--- config.mk ---
export PLATFORM = sky130hd
export DESIGN_NAME = mult_controller
export DESIGN_NICKNAME = d
export VERILOG_FILES = /design/src/rtl/mult_controller.sv
export SDC_FILE = /design/constraint.sdc
export NUM_CORES = 1
export LEC_CHECK = 0
export ABC_AREA = 1
export BUFFER_PORTS_ARGS = -buffer_cell sky130_fd_sc_hd__buf_2
export CAP_MARGIN = 20
export CORE_MARGIN = 2
export CORE_UTILIZATION = 40
export CTS_CLUSTER_SIZE = 25
export DETAILED_ROUTE_END_ITERATION = 10
export GPL_TIMING_DRIVEN = 0
export PLACE_DENSITY = 0.72
export SYNTH_ARGS = -nofsm -noshare
export SYNTH_HDL_FRONTEND = slang
export SYNTH_SLANG_ARGS = --single-unit
--- constraint.sdc ---
create_clock -name clk -period 3.35 [get_ports clk]
set_clock_uncertainty 0.15 [all_clocks]
set_input_delay 0.5025 -clock clk [delete_from_list [all_inputs] [get_ports clk]]
set_output_delay 0.5025 -clock clk [all_outputs]
set_load 0.005 [all_outputs]
--- src/rtl/mult_controller.sv ---
// Sequencing and sign-handling controller for a shared pipelined unsigned multiplier, owning HI/LO.
// Define MULT_SIGNED_EN to build the signed (MULT) path; otherwise every request is treated as MULTU.
module mult_controller #(
    parameter int WIDTH       = 32,
    parameter int MUL_LATENCY = 2
) (
    input  logic               clk,
    input  logic               reset,
    input  logic               req_valid,
    output logic               req_ready,
    input  logic               req_signed,
    input  logic [WIDTH-1:0]   req_a,
    input  logic [WIDTH-1:0]   req_b,
    output logic [WIDTH-1:0]   mul_a,
    output logic [WIDTH-1:0]   mul_b,
    input  logic [2*WIDTH-1:0] mul_r,
    input  logic               mthi_en,
    input  logic               mtlo_en,
    input  logic [WIDTH-1:0]   wdata,
    output logic [WIDTH-1:0]   hi,
    output logic [WIDTH-1:0]   lo,
    output logic               hilo_busy,
    output logic               done
);

    localparam int DEPTH = MUL_LATENCY + 1;

    logic                 accept;
    logic [DEPTH-1:0]     vld_p;
    logic [WIDTH-1:0]     op_a;
    logic [WIDTH-1:0]     op_b;
    logic [2*WIDTH-1:0]   retire_val;

    assign req_ready = !reset;
    assign accept    = req_valid && req_ready;
    assign hilo_busy = |vld_p;

`ifdef MULT_SIGNED_EN
    logic [DEPTH-1:0] neg_p;
    logic             neg_in;

    // The most negative value maps to 2^(WIDTH-1), which still fits unsigned.
    function automatic logic [WIDTH-1:0] magnitude(input logic signed [WIDTH-1:0] x);
        logic [WIDTH-1:0] u;
        u = x;
        return x[WIDTH-1] ? -u : u;
    endfunction

    function automatic logic [2*WIDTH-1:0] apply_sign(input logic [2*WIDTH-1:0] p,
                                                       input logic neg);
        return neg ? -p : p;
    endfunction

    assign neg_in     = req_signed & (req_a[WIDTH-1] ^ req_b[WIDTH-1]);
    assign op_a       = req_signed ? magnitude(req_a) : req_a;
    assign op_b       = req_signed ? magnitude(req_b) : req_b;
    assign retire_val = apply_sign(mul_r, neg_p[DEPTH-1]);

    always_ff @(posedge clk) begin
        if (reset) begin
            neg_p <= '0;
        end else begin
            neg_p <= {neg_p[DEPTH-2:0], neg_in};
        end
    end
`else
    logic unused_req_signed;

    assign unused_req_signed = req_signed;
    assign op_a              = req_a;
    assign op_b              = req_b;
    assign retire_val        = mul_r;
`endif

    always_ff @(posedge clk) begin
        if (reset) begin
            vld_p <= '0;
            mul_a <= '0;
            mul_b <= '0;
            hi    <= '0;
            lo    <= '0;
            done  <= 1'b0;
        end else begin
            // stage 0: operand capture; tracking entry follows the multiplier
            vld_p <= {vld_p[DEPTH-2:0], accept};
            if (accept) begin
                mul_a <= op_a;
                mul_b <= op_b;
            end
            // final stage: retire into HI/LO, explicit moves override their half
            done <= vld_p[DEPTH-1];
            if (vld_p[DEPTH-1]) begin
                hi <= retire_val[2*WIDTH-1:WIDTH];
                lo <= retire_val[WIDTH-1:0];
            end
            if (mthi_en) hi <= wdata;
            if (mtlo_en) lo <= wdata;
        end
    end

endmodule
==> results.cfg <==
[critical_path]
cpMaxStageDelayCell = dfxtp_1
path_class = register to output pin
crit_path_max_fanout = 10
r2r_cells = 5
cp_cell_sequence = inv_2, buf_2, nand3_1, buf_2
required_ps = 2700
cp.depth = 4
start_kind = register
crit_family = buffers and inverters
crit_path_frequent_cell = buf_2
endpoint_kind = output pin
cp_slowest_stage_delay_ps = 340
cp_num_buf_inv = 3
cp.arrival_ps = 1400

[placed_design]
io_buffers = 293
place_area_sq_um = 7140
gp_congestion = 0.838
dp_hpwl_mm = 13.4
dp_cells = 1275

[routing]
met1_length_mm = 7.00
remaining_drc_errors = 0
wl_mm = 17.8
dr_total_vias = 6046
dr_wl_met3_mm = 1.77
top_layer = met5
wl_per_cell_um = 13.6
drt_pass1_iterations = 6
viasPerCell = 4.63
ant_nets = 0
drt_iter0_drc = 291
met2_wirelength_mm = 8.70

[hold_path]
hp-class = input pin to register
min_path_cells = 3

[cts]
clk_latency_ps = 420
clk_pin_slew_worst_paths_ps = 60
clk_path_buf_depth = 2
htreeDepth = 4
cts_sinks = 132
cts_setup_buffers = 0
cts_root_buf = clkbuf_16
cts.hold.buffers_added = 0
cts-resized-gates = 0
cts_tree = built
cts_buffers = 17

[logic_synthesis]
synth_top_area_cell = dfxtp_1
synth.area.top_cells = dfxtp_1 (48%), nor2_1 (16%), nand2_1 (8.9%), inv_1 (6.9%), a21oi_1 (5.9%)
netlist_instances = 806
synth_simple_gate_area_share_pct = 27.8
synth-seq-area-share_pct = 48.4
synth-adder-area-share_pct = 0
synth.avg_cell_area_sq_um = 6.77
muxShareOfSynthArea_pct = 0
synth_compound_area_share_pct = 11.7
synth_seq_cells = 132
synth_nets = 972
synth_area_sq_um = 5460
yosysWarnings = 0
synth_top_family_by_area = simple AND/OR/NAND/NOR gates
post_synth_num_cell_types = 15
synth-xor-area-share_pct = 0
synth_top_area_share_pct = 48.4

[sta]
hold_viol = 0
drv_slew = 0
rsz0062_at_grt = false
worst_slew_pin_slew_ps = 579
slew_headroom_pct = 61.4
setup_violations = 0
tns_ps = 0
fin_crit_ps = 2050
fin_crit_sh_pct = 61.1
fmax_mhz = 488

[cells_and_area]
nets = 1284
fill_cells = 1320
mostFrequentLayoutCells = buf_2 (320), nor2_1 (228), dfxtp_1 (132)
drive_above_1_share_pct = 32.0
finalInstanceArea_sq_um = 7730
final_cells = 1306
final_common_cell = buf_2
areaGrowthSynthToFinish_pct = 41.7
fin_util_pct = 58.1
diodes = 0

[floorplanning]
die_height_um = 121
initial_core_util_pct = 41.0
dieArea_sq_um = 14600
die_width_um = 121
core_area_sq_um = 13300
fp-row-count = 42
num_io_pins = 297

[grt]
globalRouteTotalUtil_pct = 24.2
grt_max_degree = 17
grt-ovfl-total = 0
antenna_found_initial = 1
grt_first_pass_wirelength_mm = 27.6
first_global_vias = 5661

[run_status]
status = completed

[flow_run]
max_cap_viol_count = 0

[power_and_ir_drop]
power.leakage_nw = 4.29
ir_worst_vdd_mv = 0.396
p_per_area_nw_per_um2 = 536
Yosys cell counts (all sizes together):
master	instances
nor2	229
a21oi	64
buf	36
nor3	33
inv	102
clkbuf	16
o21ai	64
dfxtp	132
nand2	129
nand3	1
routing by layer:
layer	track usage, %	up-vias
li1	-	3076
met1	26.7	2678
met2	42.7	268
met3	9.76	22
met4	7.34	2
met5	0	-
where the power goes:
part | total (mW) | switching [mW] | internal [mW]
Sequential | 1.74 | 0.0522 | 1.69
Clock | 1.85 | 0.691 | 1.16
Combinational | 0.552 | 0.305 | 0.247
Total | 4.14 | 1.05 | 3.10
worst register-to-register path: stages, from the launching register on:
cell and delay, ps:
dfxtp_1 340, nor2_1 260, buf_2 290, nand2_1 100, nand2_1 90, nor2_1 40
stage by stage:
stage | hold WS, ps | power [mW] | setup WS, ps
after floorplan | 259 | 2.03 | 1740
after global placement | 265 | 2.31 | 1530
after detailed placement | 272 | 2.32 | 1530
after CTS | 136 | 4.17 | 1270
after global routing | 144 | 4.31 | 1170
final | 146 | 4.14 | 1300
worst paths after layout:
check / start / endpoint / slack, ps
setup / recovery: vld_p[2] / hilo_busy / 1300
hold / removal: req_a[22] / mul_a[22] / 150
setup reg to reg: vld_p[2] / lo[16] / 1980
hold reg to reg: vld_p[0] / vld_p[1] / 290
sequential cells by signal, summed over array words and instances (netlist names):
name,flops
mul_a,32
mul_b,32
hi,32
done,1
vld_p,3
lo,32
area by class of cell:
type	instances	area, sq um	share of cell area (%)
Buffer	52	274	3.54
Clock buffer	22	484	6.26
Clock inverter	9	103	1.33
Tap cell	176	220	2.85
Multi-Input combinational cell	520	2160	27.9
Timing Repair Buffer	293	1470	19.0
Sequential cell	132	2640	34.2
Inverter	102	383	4.95
kinds of logic after synthesis:
family / after synthesis
simple gates: 392
flops: 132
compound gates: 128
buf+inv: 154
(Power assumes the default switching activity.)
